`src/rtl/sd_mount_pkg.sv`:
```
// Shared types and target-selection rules for the SD mount controller.
// Latency: combinational helpers only.
// Backpressure: none; pure functions and type definitions.
package sd_mount_pkg;

   typedef enum logic [1:0] {IDLE, PEND, HOLD} state_t;

   // Upper bound on slot count; the selection function works on this width.
   localparam int MAX_CH = 8;

   typedef struct packed {
      logic       virt;
      logic [3:0] idx;
   } target_t;

   // Width of the routed slot index for a given slot count.
   function automatic int sel_w(input int nch);
      return $clog2(nch) + 1;
   endfunction

   // New routing target after a set of simultaneous mount strobes.
   // A non-empty image always wins, lowest slot first. Removing the image
   // that is currently routed (or about to be) falls back to the
   // highest-index slot still holding an image, else to the physical card.
   function automatic target_t pick_target(
      input logic [MAX_CH-1:0] strobe,
      input logic [MAX_CH-1:0] size_nz,
      input logic [MAX_CH-1:0] mounted_nx,
      input target_t           cur,
      input target_t           pend
   );
      target_t res;
      logic    won;
      logic    hit;
      res = pend;
      won = 1'b0;
      hit = 1'b0;
      for (int i = 0; i < MAX_CH; i++) begin
         if (strobe[i] && size_nz[i] && !won) begin
            res.virt = 1'b1;
            res.idx  = 4'(i);
            won      = 1'b1;
         end
         if (strobe[i] && !size_nz[i] &&
             ((cur.virt && cur.idx == 4'(i)) || (pend.virt && pend.idx == 4'(i))))
            hit = 1'b1;
      end
      if (!won && hit) begin
         res = '0;
         for (int i = 0; i < MAX_CH; i++) begin
            if (mounted_nx[i]) begin
               res.virt = 1'b1;
               res.idx  = 4'(i);
            end
         end
      end
      return res;
   endfunction

endpackage

```
`src/rtl/sd_mount_ctrl_act.sv`:
```
// Activity hold timer for one SD path (drives an LED flag).
// Latency: act rises the cycle after a registered toggle, holds ACT_CYCLES cycles.
// Backpressure: none; free-running saturating counter.
// Ports: clk_sys, reset_n (async, active-low), toggle (bus edge seen), act (flag out).
module sd_act_timer #(
   parameter int ACT_CYCLES = 1_000_000
) (
   input  logic clk_sys,
   input  logic reset_n,
   input  logic toggle,
   output logic act
);

   localparam int TW = $clog2(ACT_CYCLES + 1);
   localparam logic [TW-1:0] SAT = TW'(ACT_CYCLES);

   logic [TW-1:0] timer;

   // Reset to saturation so the LED starts dark.
   always_ff @(posedge clk_sys or negedge reset_n) begin
      if (!reset_n)
         timer <= SAT;
      else if (toggle)
         timer <= '0;
      else if (timer != SAT)
         timer <= timer + TW'(1);
   end

   assign act = (timer < SAT);

endmodule

```
`src/rtl/sd_mount_ctrl.sv`:
```
// SPI SD router between the physical card and NCH virtual slots, with cold-reset on mount.
// Latency: target commits on the first idle-CS cycle after a strobe; reset_req holds RST_CYCLES after commit.
// Backpressure: slot switches wait while sd_cs_n is low; strobes during a pending switch retarget it.
// Ports: clk_sys/reset_n; img_mounted/img_size_nz strobes; core SPI (sd_cs_n, sd_sck, sd_mosi, core_miso);
//        physical card (phys_*); virtual slots (vsd_ss_n, vsd_miso); status (sel_virt, sel_idx, reset_req, act).
module sd_mount_ctrl
   import sd_mount_pkg::*;
#(
   parameter int NCH        = 2,
   parameter int RST_CYCLES = 10_000_000,
   parameter int ACT_CYCLES = 1_000_000
) (
   input  logic                   clk_sys,
   input  logic                   reset_n,
   input  logic [NCH-1:0]         img_mounted,
   input  logic [NCH-1:0]         img_size_nz,
   input  logic                   sd_cs_n,
   input  logic                   sd_sck,
   input  logic                   sd_mosi,
   output logic                   core_miso,
   input  logic                   phys_miso,
   output logic                   phys_cs_n,
   output logic                   phys_sck,
   output logic                   phys_mosi,
   input  logic [NCH-1:0]         vsd_miso,
   output logic [NCH-1:0]         vsd_ss_n,
   output logic                   sel_virt,
   output logic [sel_w(NCH)-1:0]  sel_idx,
   output logic                   reset_req,
   output logic [NCH:0]           act
);

   localparam int SEL_W = sel_w(NCH);
   localparam int CNT_W = $clog2(RST_CYCLES + 1);
   localparam logic [CNT_W-1:0] HOLD_LOAD = CNT_W'(RST_CYCLES - 1);

   state_t           state;
   target_t          tgt;       // latest requested target; equals committed one outside PEND
   target_t          cur;
   target_t          nxt_tgt;
   logic [NCH-1:0]   mounted;
   logic [NCH-1:0]   mounted_nx;
   logic [CNT_W-1:0] cnt;
   logic             any_strobe;

   assign any_strobe = |img_mounted;
   assign mounted_nx = (mounted & ~img_mounted) | (img_mounted & img_size_nz);
   assign cur        = {sel_virt, 4'(sel_idx)};
   assign nxt_tgt    = pick_target(MAX_CH'(img_mounted), MAX_CH'(img_size_nz),
                                   MAX_CH'(mounted_nx), cur, tgt);

   always_ff @(posedge clk_sys or negedge reset_n) begin
      if (!reset_n) begin
         state     <= IDLE;
         tgt       <= '0;
         mounted   <= '0;
         cnt       <= '0;
         sel_virt  <= 1'b0;
         sel_idx   <= '0;
         reset_req <= 1'b0;
      end else begin
         if (any_strobe)
            mounted <= mounted_nx;
         case (state)
            IDLE: begin
               if (any_strobe) begin
                  tgt       <= nxt_tgt;
                  state     <= PEND;
                  reset_req <= 1'b1;
               end
            end
            PEND: begin
               // Only switch the bus while no transaction is in flight.
               if (any_strobe) begin
                  tgt <= nxt_tgt;
               end else if (sd_cs_n) begin
                  sel_virt <= tgt.virt;
                  sel_idx  <= tgt.idx[SEL_W-1:0];
                  cnt      <= HOLD_LOAD;
                  state    <= HOLD;
               end
            end
            HOLD: begin
               if (any_strobe) begin
                  tgt   <= nxt_tgt;
                  state <= PEND;
               end else if (cnt == '0) begin
                  state     <= IDLE;
                  reset_req <= 1'b0;
               end else begin
                  cnt <= cnt - CNT_W'(1);
               end
            end
            default: state <= IDLE;
         endcase
      end
   end

   // Bus routing from the committed selection.
   logic [NCH:0] routed;

   assign phys_cs_n = sd_cs_n | sel_virt;
   assign phys_sck  = sd_sck  & ~phys_cs_n;
   assign phys_mosi = sd_mosi & ~phys_cs_n;

   always_comb begin
      vsd_ss_n  = '1;
      routed    = '0;
      core_miso = phys_miso;
      routed[0] = ~sel_virt;
      for (int k = 0; k < NCH; k++) begin
         vsd_ss_n[k]   = sd_cs_n | ~(sel_virt & (sel_idx == SEL_W'(k)));
         routed[k + 1] = sel_virt & (sel_idx == SEL_W'(k));
         if (sel_virt && sel_idx == SEL_W'(k))
            core_miso = vsd_miso[k];
      end
   end

   // Activity: edge on MOSI or the path's own MISO while that path is routed.
   logic         mosi_q;
   logic [NCH:0] miso_q;
   logic [NCH:0] miso_all;
   logic [NCH:0] toggle;

   assign miso_all = {vsd_miso, phys_miso};
   assign toggle   = routed & ({(NCH + 1){sd_mosi ^ mosi_q}} | (miso_all ^ miso_q));

   always_ff @(posedge clk_sys or negedge reset_n) begin
      if (!reset_n) begin
         mosi_q <= 1'b0;
         miso_q <= '0;
      end else begin
         mosi_q <= sd_mosi;
         miso_q <= miso_all;
      end
   end

   for (genvar p = 0; p <= NCH; p++) begin : g_act
      sd_act_timer #(
         .ACT_CYCLES (ACT_CYCLES)
      ) u_timer (
         .clk_sys (clk_sys),
         .reset_n (reset_n),
         .toggle  (toggle[p]),
         .act     (act[p])
      );
   end

endmodule
```
`config.mk`:
```
export PLATFORM = sky130hd
export DESIGN_NAME = sd_mount_ctrl
export DESIGN_NICKNAME = d
export VERILOG_FILES = /design/src/rtl/sd_mount_pkg.sv /design/src/rtl/sd_mount_ctrl_act.sv /design/src/rtl/sd_mount_ctrl.sv
export SDC_FILE = /design/constraint.sdc
export NUM_CORES = 1
export LEC_CHECK = 0
export BUFFER_PORTS_ARGS = -buffer_cell sky130_fd_sc_hd__buf_2
export CORE_ASPECT_RATIO = 1.1
export CORE_MARGIN = 3
export CORE_UTILIZATION = 56
export DETAILED_ROUTE_END_ITERATION = 10
export PLACE_DENSITY = 0.77
export SLEW_MARGIN = 20
export SYNTH_ARGS = -nofsm -noshare
export SYNTH_HDL_FRONTEND = slang
export SYNTH_SLANG_ARGS = --single-unit
```
`constraint.sdc`:
```
create_clock -name clk_sys -period 2.2 [get_ports clk_sys]
set_input_delay 0.11 -clock clk_sys [delete_from_list [all_inputs] [get_ports clk_sys]]
set_output_delay 0.11 -clock clk_sys [all_outputs]
set_load 0.01 [all_outputs]
```
==> summary.md, run 1 <==
| Metric | Value |
|---|---|
| Status | `completed` |
| Startpoint Class | `register` |
| Vias in the first global route | `4071` |
| Hold Slack | `0.0440 ns` |
| Power density over cell area | `738 nW/um^2` |
| VDD IR max | `0.000352 V` |
| Port bufs | `23` |
| Total CTS buffers | `9` |
| Global-route wire length before repair | `18600 um` |
| Core area | `8920 um^2` |
| Antenna viol nets, final | `0` |
| Top Layer Used | `met4` |
| Clock sinks | `97` |
| DIE AREA | `10400 um^2` |
| RSZ-0062 raised after global routing | `no` |
| Avg WL per Cell | `15.1 um` |
| Switching part of the total | `30.0%` |
| Gpl congestion | `0.818` |
| Fmax | `0.477 GHz` |
| Internal Power | `3000 uW` |
| Least-Margin Pin Slew | `0.592 ns` |
| Die height | `107 um` |
| Total GRT Usage | `21.6%` |
| CTS tree | `done` |
| Skew-Pair Late Insertion Delay | `0.37 ns` |
| Final Non-Filler Cells | `702` |
| Final Util | `65.0%` |
| Worst-path clk slew | `0.08 ns` |
| Worst Skew | `0.00786 ns` |
| Final setup violation count | `0` |
| Syn Nets | `564` |
| WP data required | `2.42 ns` |
| Sequential element share of the synthesized area | `47.4%` |
| Final hold vios | `0` |
| CP Max Fanout | `8` |
| Met3 WL | `378 um` |
| HPWL Detailed | `7180 um` |
| CP Data Arrival Time | `2.32 ns` |
| Site Rows | `36` |
| CTS Buffer Depth | `2` |
| DR WL met2 | `5130 um` |
| Register bit count reported by yosys | `97` |
| Fin crit period | `2.10 ns` |
| Ys async rst share | `100%` |
| ANT cells | `0` |
| Slew Viols, Final | `0` |
| Drt pass-1 iters | `4` |
| WL met1 | `4870 um` |
| Post-synth EDFFs | `0` |
| Gate power share | `18.5%` |
| Io pins | `25` |
| Static Leak | `0.00230 uW` |
| Dpl cells | `680` |
| Max-Cap Viols | `0` |
| GRT overflow | `0` |
| Final #Nets | `603` |
| Kind of critical path | `register to register` |
| Mapped Cells | `544` |
| Mapped cell area | `5180 um^2` |
| Flop pwr share | `52.6%` |
| Die X | `97.7 um` |
| Clock Tree Root | `clkbuf_8` |
| Most frequent cells in the layout | `nor2_1, dfrtp_1, xnor2_1, nand2_1, a21oi_1` |
| Crit share post-route | `95.4%` |
| Cell Area, Placed | `5490 um^2` |
| Top_reg_cell synth | `dfrtp_1` |
| Syn avg cell area | `9.52 um^2` |
| Fill count | `711` |
| Clock power share | `28.9%` |
| Initial DRC count | `162` |
| Starting Density | `58.0%` |
| H-tree level count | `3` |
| Largest net degree at the start of global routing | `81` |
| Worst Hold Class | `input pin to register` |
| Area Growth Syn to Fin | `12.0%` |
| Design area | `5800 um^2` |
| Slew HR | `60.2%` |
| Setup TNS | `0 ns` |
| Residual DRC | `0` |
| CP Capture Type | `register` |
| Synth cell types | `55` |
| Switching pwr | `1280 uW` |
| Antenna violations before repair | `0` |
| DRT Wirelength | `10600 um` |
| Vias per cell | `5.90` |
| Layout cell share with drive strength beyond 1 | `16.7%` |
| Warnings, synthesis | `0` |
| Vias post-DR | `4145` |
## path summary, 6_finish.rpt
path	from	cells past startpoint	slack, ns	to
worst max-delay path	cnt[2]$_DFFE_PN0P_	5	0.10	cnt[23]$_DFFE_PN0P_
worst min-delay path	img_size_nz[1]	2	0.04	mounted[1]$_DFFE_PN0N_
worst max register to register	cnt[2]$_DFFE_PN0P_	5	0.10	cnt[23]$_DFFE_PN0P_
worst min register to register	g_act[2].u_timer.timer[16]$_DFFE_PN1P_	2	0.52	g_act[2].u_timer.timer[16]$_DFFE_PN1P_
max in group asynchronous	reset_n	3	1.33	g_act[1].u_timer.timer[9]$_DFFE_PN1P_
min in group asynchronous	reset_n	2	0.15	g_act[2].u_timer.timer[15]$_DFFE_PN0P_
## state kept, by name, summed over array words and instances (netlist names)
name / count
sel_idx: 1
state: 2
g_act.u_timer.timer: 60
miso_q: 3
reset_req: 1
cnt: 24
tgt: 2
mounted: 2
sel_virt: 1
mosi_q: 1
## timing repair
action | CTS | global route
setup endpoints to repair | 6 | 20
resized for setup | 1 | 7
buffers inserted | 0 | 1
endpoints found under the hold margin | 42 | 0
hold buffers | 5 | 0
pin swaps | 0 | 1
## synthesized netlist by cell type (all sizes together), types with 15 or more instances
master	instances	area [um^2]
dfrtp	76	1900
nand3	29	145
xnor2	31	272
nand4	17	106
inv	21	78.8
xor2	23	201
a21oi	30	150
o21ai	27	135
nor2	76	285
nand2	31	116
dfstp	21	552
or3	15	93.8
## per-stage QoR
step                      total power (uW)  setup slack, ns
after floorplan                       2780            0.120
after global placement                3010          -0.0135
after detailed placement              3070           -0.169
after CTS                             4320          0.00169
after global routing                  4540          0.00426
final                                 4280            0.102
## power groups by stage
stage	Combinational (uW)	Clock, uW	Sequential [uW]
2_1_floorplan	562	0	2220
3_3_place_gp	751	0	2260
3_5_place_dp	791	0	2280
4_1_cts	806	1260	2250
5_1_grt	916	1340	2290
6_report	791	1240	2250
## worst max-delay path, cell delays in order (launching register included)
cell and delay (ns):
dfrtp_1 0.46, or4_4 0.58, a211o_4 0.38, a211oi_2 0.29, and3_1 0.19, o21ai_1 0.06
## final cells by class
| type | count | area [um^2] | area share, % |
|---|---|---|---|
| well taps | 114 | 143 | 2.46 |
| clock buffers | 13 | 139 | 2.40 |
| multi-input cells | 410 | 2620 | 45.1 |
| inverters | 21 | 78.8 | 1.36 |
| clock inverters | 3 | 67.6 | 1.17 |
| repair buffers | 44 | 300 | 5.18 |
| flip-flops and latches | 97 | 2450 | 42.3 |
## cells by family after synthesis
logic type	after synthesis	synth area share, %
xor gates and xnor gates	54	9.14
muxes	8	1.62
and+or+nand+nor	256	26.7
AOI/OAI and AO/OA	83	10.2
DFF	97	47.4
other	1	0.0724
buffers and inverters	37	3.00
adders and majority gates	8	1.93
## layer usage
metal | GRT usage (%) | vias up
met1 | 29.2 | 2015
met5 | 0 | -
met4 | 8.01 | 0
met2 | 34.4 | 100
met3 | 5.01 | 26
li1 | - | 2004
No activity file was read; power rests on OpenSTA's default activity.
==> run 2: changes to the inputs <==
--- a/config.mk
+++ b/config.mk
@@ -10,8 +10,9 @@
 export CORE_MARGIN = 3
 export CORE_UTILIZATION = 56
 export DETAILED_ROUTE_END_ITERATION = 10
-export PLACE_DENSITY = 0.77
+export PLACE_DENSITY = 0.76
 export SLEW_MARGIN = 20
 export SYNTH_ARGS = -nofsm -noshare
 export SYNTH_HDL_FRONTEND = slang
+export SYNTH_HIERARCHICAL = 1
 export SYNTH_SLANG_ARGS = --single-unit
==> summary.md, run 2 <==
| Metric | Value |
|---|---|
| R2r startpoint | `cnt[4]$_DFFE_PN0P_ (was cnt[2]$_DFFE_PN0P_)` |
| Total CTS buffers | `9 (unchanged)` |
| Clock Tree Root | `clkbuf_8 (unchanged)` |
| Hold Path Origin | `img_size_nz[1] (unchanged)` |
| Cell mode on critical path | `or3_1` |
| Worst Hold Path EP | `mounted[1]$_DFFE_PN0N_ (unchanged)` |
| Antenna viol nets, final | `0 (unchanged)` |
| CP Data Arrival Time | `2.36 ns (was 2.32 ns)` |
| Cell family contributing the most delay on the critical path | `simple AND/OR/NAND/NOR gates (unchanged)` |
| Mapped cell area | `5580 um^2 (was 5180 um^2)` |
| Syn Nets | `609 (was 564)` |
| Largest net degree at the start of global routing | `57 (was 81)` |
| Syn avg cell area | `9.48 um^2 (was 9.52 um^2)` |
| Crit path buf inv count | `0 (unchanged)` |
| Switching part of the total | `33.1% (was 30.0%)` |
| CTS Buffer Depth | `2 (unchanged)` |
| CP Max Fanout | `7 (was 8)` |
| Layout cell share with drive strength beyond 1 | `19.8% (was 16.7%)` |
| Dpl cells | `723 (was 680)` |
| Biggest register | `g_act.u_timer/timer (was g_act.u_timer.timer)` |
| Register bit count reported by yosys | `97 (unchanged)` |
| Max-Cap Viols | `0 (unchanged)` |
| Design area | `6120 um^2 (was 5800 um^2)` |
| Share of the synthesized area in the top cell type | `34.1% (was 36.7%)` |
| Cell Chain, Critical Path | `or3_1, nor3_2, o2111ai_1, or3_1, a21oi_1 (was or4_4, a211o_4, a211oi_2, and3_1, o21ai_1)` |
| Starting Density | `58.5% (was 58.0%)` |
| Top-count cell post-synth | `dfrtp_1` |
| GRT overflow | `0 (unchanged)` |
| Clock power share | `27.2% (was 28.9%)` |
| Power density over cell area | `724 nW/um^2 (was 738 nW/um^2)` |
| Fill count | `787 (was 711)` |
| Area Growth Syn to Fin | `9.64% (was 12.0%)` |
| Final Non-Filler Cells | `744 (was 702)` |
| Core area | `9540 um^2 (was 8920 um^2)` |
| Final Util | `64.2% (was 65.0%)` |
| Site Rows | `37 (was 36)` |
| Gate power share | `19.4% (was 18.5%)` |
| Critical path depth | `5 (unchanged)` |
| Final #Nets | `642 (was 603)` |
| Switching pwr | `1470 uW (was 1280 uW)` |
| Port bufs | `23 (unchanged)` |
| Vias per cell | `5.99 (was 5.90)` |
| Fin crit period | `2.08 ns (was 2.10 ns)` |
| Antenna violations before repair | `0 (unchanged)` |
| Cell Area, Placed | `5860 um^2 (was 5490 um^2)` |
| Initial DRC count | `208 (was 162)` |
| Fmax | `0.482 GHz (was 0.477 GHz)` |
| CP Capture Type | `register (unchanged)` |
| Top_reg_cell synth | `dfrtp_1 (unchanged)` |
| Commonest non-fill, non-tap cell in the layout | `dfrtp_1` |
| Biggest area consumer among synthesized cells | `dfrtp_1 (unchanged)` |
| Crit share post-route | `94.4% (was 95.4%)` |
| VDD IR max | `0.000311 V (was 0.000352 V)` |
| Drt pass-1 iters | `5 (was 4)` |
| Clock sinks | `97 (unchanged)` |
| Skew-Pair Late Insertion Delay | `0.36 ns (was 0.37 ns)` |
| R2R depth | `5 (unchanged)` |
| Post-synth EDFFs | `0 (unchanged)` |
| Die height | `111 um (was 107 um)` |
| Synth cell count leaders | `dfrtp_1, nor2_1, nand3_1 (was dfrtp_1, nor2_1, nand2_1, xnor2_1, a21oi_1)` |
| Internal Power | `2970 uW (was 3000 uW)` |
| Postcts setup bufs | `0 (unchanged)` |
| Setup slack, reg-to-reg | `0.12 ns (was 0.10 ns)` |
| Final setup violation count | `0 (unchanged)` |
| Status | `completed (unchanged)` |
| Number of flip-flops in the largest register | `60 (unchanged)` |
| Slowest CP cell | `or3_1 (was or4_4)` |
| RSZ-0062 raised after global routing | `yes (was no)` |
| Warnings, synthesis | `6 (was 0)` |
| Delay of the slowest cell on the worst path | `0.53 ns (was 0.58 ns)` |
| WP data required | `2.48 ns (was 2.42 ns)` |
| Sequential element share of the synthesized area | `43.9% (was 47.4%)` |
| CTS tree | `done (unchanged)` |
| Ranking of synthesized cells by area | `dfrtp_1, dfstp_2, nor2_1 (unchanged)` |
| H-tree level count | `3 (unchanged)` |
| Kind of critical path | `register to register (unchanged)` |
| DIE AREA | `11200 um^2 (was 10400 um^2)` |
| Hold Slack | `0.0658 ns (was 0.0440 ns)` |
| Final hold vios | `0 (unchanged)` |
| Worst Skew | `0.00877 ns (was 0.00786 ns)` |
| Flop pwr share | `53.4% (was 52.6%)` |
| Die X | `101 um (was 97.7 um)` |
| Largest regs | `g_act.u_timer/timer: 60 flops, cnt: 24 flops, miso_q: 3 flops (was g_act.u_timer.timer: 60 flops, cnt: 24 flops, miso_q: 3 flops)` |
| Vias in the first global route | `4484 (was 4071)` |
| Synth cell types | `58 (was 55)` |
| Slew HR | `62.2% (was 60.2%)` |
| Least-Margin Pin Slew | `0.567 ns (was 0.592 ns)` |
| Io pins | `25 (unchanged)` |
| Global-route wire length before repair | `20300 um (was 18600 um)` |
| Avg WL per Cell | `15.6 um (was 15.1 um)` |
| Ys async rst share | `100% (unchanged)` |
| Worst-path clk slew | `0.09 ns (was 0.08 ns)` |
| Worst r2r dst | `cnt[14]$_DFFE_PN0P_ (was cnt[23]$_DFFE_PN0P_)` |
| Gpl congestion | `0.870 (was 0.818)` |
| Vias post-DR | `4459 (was 4145)` |
| HPWL Detailed | `8050 um (was 7180 um)` |
| ANT cells | `0 (unchanged)` |
| Mapped Cells | `589 (was 544)` |
| Slew Viols, Final | `0 (unchanged)` |
| Total GRT Usage | `22.0% (was 21.6%)` |
| DRT Wirelength | `11600 um (was 10600 um)` |
| Most frequent cells in the layout | `dfrtp_1, nor2_1, nand3_1, nand2_1, a21oi_1 (was nor2_1, dfrtp_1, xnor2_1, nand2_1, a21oi_1)` |
| Startpoint Class | `register (unchanged)` |
| Residual DRC | `0 (unchanged)` |
| Worst Hold Class | `input pin to register (unchanged)` |
| Hold path cells | `3 (was 2)` |
| Static Leak | `0.00250 uW (was 0.00230 uW)` |
run 2: cell types whose count changed after synthesis, sizes merged, moves of 4 or more:
cell	delta
nor2	-5
o211ai	+5
nand3	+17
inv	+4
xnor2	-9
o21ai	-4
nor3	+13
xor2	-7
nor2b	+13
mux2	+11
run 2: timing repair:
action / CTS / global route
hold buffers: 5 / 0
endpoints found under the hold margin: 35 / 0
setup endpoints to repair: 0 / 4
gates resized for setup: 0 / 1
run 2: worst max path at each step:
stage | startpoint | to | slack [ns]
3_3_place_gp | cnt[4]$_DFFE_PN0P_ | cnt[13]$_DFFE_PN0P_ | 0.24
5_1_grt | cnt[0]$_DFFE_PN0P_ | cnt[19]$_DFFE_PN0P_ | -0.02
6_report | cnt[4]$_DFFE_PN0P_ | cnt[14]$_DFFE_PN0P_ | 0.12
3_5_place_dp | cnt[0]$_DFFE_PN0P_ | cnt[19]$_DFFE_PN0P_ | 0.14
2_1_floorplan | cnt[0]$_DFFE_PN0P_ | cnt[5]$_DFFE_PN0P_ | 0.25
4_1_cts | cnt[4]$_DFFE_PN0P_ | cnt[14]$_DFFE_PN0P_ | 0.12
run 2: stage by stage:
step           setup TNS (ns)  total power, uW  setup slack [ns]
6_report                    0             4430             0.123
3_3_place_gp                0             3190             0.239
2_1_floorplan               0             2930             0.250
3_5_place_dp                0             3250             0.144
4_1_cts                     0             4480             0.124
5_1_grt               -0.0344             4740           -0.0198
run 2: worst min-delay path, cell delays in order:
cell     delay (ns)
buf_2          0.12
mux2i_1        0.08
inv_1          0.08
run 2: power by group through the flow:
stage	Combinational (uW)	Clock, uW	Sequential (uW)
6_report	861	1200	2370
5_1_grt	1000	1330	2410
4_1_cts	869	1250	2370
3_5_place_dp	858	0	2400
3_3_place_gp	813	0	2380
2_1_floorplan	638	0	2290
run 2: routing by layer:
layer  vias up  routed length, um  GRT usage [%]
met2        81               5870           36.7
met4         0                221           9.04
met5         -                  0              0
li1       2182                  -              -
met1      2177               5090           27.6
met3        19                406           4.47
run 2: cell families after synthesis:
kind of cell	after synthesis	share of synthesized area, %
adder cells (fa/ha/maj)	8	1.79
multiplexers	16	3.38
buffers and inverters	43	3.36
XOR/XNOR	38	5.96
flip-flops	97	43.9
other	1	0.0672
AND/OR/NAND/NOR	297	31.2
AO/OA/AOI/OAI	89	10.3
run 2: area by class of cell:
type | instances | area (um^2) | area share [%]
clock buffers | 12 | 155 | 2.53
multi-input cells | 449 | 2950 | 48.2
inverters | 25 | 93.8 | 1.53
flip-flops and latches | 97 | 2450 | 40.1
repair buffers | 40 | 270 | 4.42
well taps | 117 | 146 | 2.39
clock inverters | 4 | 51.3 | 0.838
==> run 3: changes to the inputs <==
--- a/config.mk
+++ b/config.mk
@@ -8,9 +8,11 @@
 export BUFFER_PORTS_ARGS = -buffer_cell sky130_fd_sc_hd__buf_2
 export CORE_ASPECT_RATIO = 1.1
 export CORE_MARGIN = 3
-export CORE_UTILIZATION = 56
+export CORE_UTILIZATION = 65
 export DETAILED_ROUTE_END_ITERATION = 10
-export PLACE_DENSITY = 0.76
+export HOLD_SLACK_MARGIN = 0.06
+export PLACE_DENSITY = 0.84
+export SETUP_SLACK_MARGIN = 0.4
 export SLEW_MARGIN = 20
 export SYNTH_ARGS = -nofsm -noshare
 export SYNTH_HDL_FRONTEND = slang
==> constraint.sdc (replaced) <==
create_clock -name clk_sys -period 2.6 [get_ports clk_sys]
set_input_delay 0.13 -clock clk_sys [delete_from_list [all_inputs] [get_ports clk_sys]]
set_output_delay 0.13 -clock clk_sys [all_outputs]
set_load 0.01 [all_outputs]
==> summary.md, run 3 (synthesis gave the netlist of run 2 again) <==
| Metric | Value |
|---|---|
| Area Growth Syn to Fin | `9.75% (was 9.64%)` |
| Kind of critical path | `register to register (unchanged)` |
| Hold Path Origin | `img_size_nz[1] (unchanged)` |
| Final setup violation count | `0 (unchanged)` |
| CTS Buffer Depth | `2 (unchanged)` |
| Initial DRC count | `226 (was 208)` |
| R2R depth | `7 (was 5)` |
| Clock sinks | `97 (unchanged)` |
| Fin crit period | `2.12 ns (was 2.08 ns)` |
| Layout cell share with drive strength beyond 1 | `20.0% (was 19.8%)` |
| Antenna viol nets, final | `0 (unchanged)` |
| Final hold vios | `0 (unchanged)` |
| DP Worst Slack | `0.368 ns (was 0.144 ns)` |
| VDD IR max | `0.000317 V (was 0.000311 V)` |
| Hold path cells | `3 (unchanged)` |
| Antenna violations before repair | `0 (unchanged)` |
| Status | `completed (unchanged)` |
| HPWL Detailed | `8320 um (was 8050 um)` |
| Avg WL per Cell | `16.7 um (was 15.6 um)` |
| CP Max Fanout | `6 (was 7)` |
| Clock Tree Root | `clkbuf_8 (unchanged)` |
| Total GRT Usage | `26.1% (was 22.0%)` |
| Core area | `8130 um^2 (was 9540 um^2)` |
| GRT overflow | `0 (unchanged)` |
| Commonest non-fill, non-tap cell in the layout | `dfrtp_1 (unchanged)` |
| Skew-Pair Late Insertion Delay | `0.37 ns (was 0.36 ns)` |
| Residual DRC | `0 (unchanged)` |
| Startpoint Class | `register (unchanged)` |
| Die X | `94.4 um (was 101 um)` |
| Fmax | `0.472 GHz (was 0.482 GHz)` |
| Worst-path clk slew | `0.09 ns (about the same)` |
| Global-route wire length before repair | `20400 um (was 20300 um)` |
| WP data required | `2.86 ns (was 2.48 ns)` |
| Die height | `103 um (was 111 um)` |
| Most frequent cells in the layout | `dfrtp_1, nor2_1, nand3_1, nand2_1, a21oi_1 (unchanged)` |
| Slew Viols, Final | `0 (unchanged)` |
| Hold Slack | `0.0696 ns (was 0.0658 ns)` |
| Final Util | `75.4% (was 64.2%)` |
| Crit share post-route | `81.4% (was 94.4%)` |
| CP Capture Type | `register (unchanged)` |
| Slew HR | `54.6% (was 62.2%)` |
| Crit. Startpoint | `cnt[10]$_DFFE_PN0P_ (was cnt[4]$_DFFE_PN0P_)` |
| RSZ-0062 raised after global routing | `no (was yes)` |
| Largest net degree at the start of global routing | `52 (was 57)` |
| Min setup slack post-route | `0.483 ns (was 0.123 ns)` |
| Power density over cell area | `614 nW/um^2 (was 724 nW/um^2)` |
| Vias in the first global route | `4504 (was 4484)` |
| ANT cells | `0 (unchanged)` |
| Max-Cap Viols | `0 (unchanged)` |
| Vias per cell | `6.30 (was 5.99)` |
| Site Rows | `34 (was 37)` |
| Io pins | `25 (unchanged)` |
| DRT Wirelength | `12200 um (was 11600 um)` |
| Worst Hold Class | `input pin to register (unchanged)` |
| Drt pass-1 iters | `5 (unchanged)` |
| CP Data Arrival Time | `2.38 ns (was 2.36 ns)` |
| Worst Skew | `0.00849 ns (was 0.00877 ns)` |
| Total CTS buffers | `9 (unchanged)` |
| Least-Margin Pin Slew | `0.681 ns (was 0.567 ns)` |
| R2r startpoint | `cnt[10]$_DFFE_PN0P_ (was cnt[4]$_DFFE_PN0P_)` |
| Vias post-DR | `4618 (was 4459)` |
| Largest regs | `g_act.u_timer/timer: 60 flops, cnt: 24 flops, miso_q: 3 flops (unchanged)` |
| H-tree level count | `3 (unchanged)` |
| Starting Density | `68.7% (was 58.5%)` |
| Final #Nets | `640 (was 642)` |
| Gpl congestion | `0.933 (was 0.870)` |
| DIE AREA | `9740 um^2 (was 11200 um^2)` |
| Number of flip-flops in the largest register | `60 (unchanged)` |
| Biggest register | `g_act.u_timer/timer (unchanged)` |
| Port bufs | `23 (unchanged)` |
| Setup TNS | `0 ns (unchanged)` |
| Static Leak | `0.00248 uW (was 0.00250 uW)` |
| CTS tree | `done (unchanged)` |
==> run 3: cell count changes in the layout (fill, tap and decap cells not counted), moves of 2 or more <==
cell / before / now
buf_4: 12 / 10
clkbuf_1: 1 / 3
clkbuf_8: 11 / 9
nor4_1: 8 / 6
nor4_2: 0 / 2
==> run 3: critical path, stage by stage, from the launching register on <==
cell and delay, ns:
dfrtp_1 0.48, nor4b_1 0.46, nand4_1 0.25, buf_4 0.22, buf_4 0.13, o2111ai_1 0.23
xor2_1 0.18, nor2_1 0.05
==> run 3: path summary, 6_finish.rpt <==
check / slack [ns] / to
max: 0.48 / cnt[8]$_DFFE_PN0P_
min: 0.07 / mounted[1]$_DFFE_PN0N_
max reg2reg: 0.48 / cnt[8]$_DFFE_PN0P_
min reg2reg: 0.50 / sel_virt$_DFFE_PN0P_
max in group asynchronous: 1.52 / g_act[0].u_timer/timer[9]$_DFFE_PN1P_
min in group asynchronous: 0.32 / g_act[1].u_timer/timer[5]$_DFFE_PN0P_
==> run 3: repair_timing <==
item / CTS / global route
endpoints found under the hold margin: 37 / 0
pin swaps: 0 / 1
endpoints found under the setup margin: 5 / 23
buffers inserted: 0 / 3
hold buffers: 5 / 0
resized for setup: 1 / 8
==> run 3: final cells by class <==
type                            instances  area (um^2)
Clock buffer                           12          135
Clock inverter                          4         53.8
Fill cell                             564         2000
Inverter                               25         93.8
Multi-Input combinational cell        449         3000
Sequential cell                        97         2450
Tap cell                              108          135
Timing Repair Buffer                   38          255
==> run 3: power breakdown <==
| group | switching [uW] | leakage [uW] | internal, uW |
|---|---|---|---|
| clock network | 540 | 0.0000868 | 448 |
| registers | 325 | 0.00116 | 1700 |
| logic | 431 | 0.00124 | 320 |
==> run 3: per-stage QoR <==
step,instances,total power [uW],instance area (um^2)
after detailed placement,709,2760,5810
after global placement,709,2690,5810
final,733,3760,6130
after CTS,730,3760,6050
after floorplan,589,2480,5580
after global routing,733,3970,6130
==> run 3: metal layers <==
| metal | track usage, % | share of wire [%] |
|---|---|---|
| met3 | 3.69 | 4.0 |
| met4 | 10.2 | 1.5 |
| met5 | 0 | 0 |
| met2 | 46.1 | 51 |
| met1 | 32.8 | 43 |
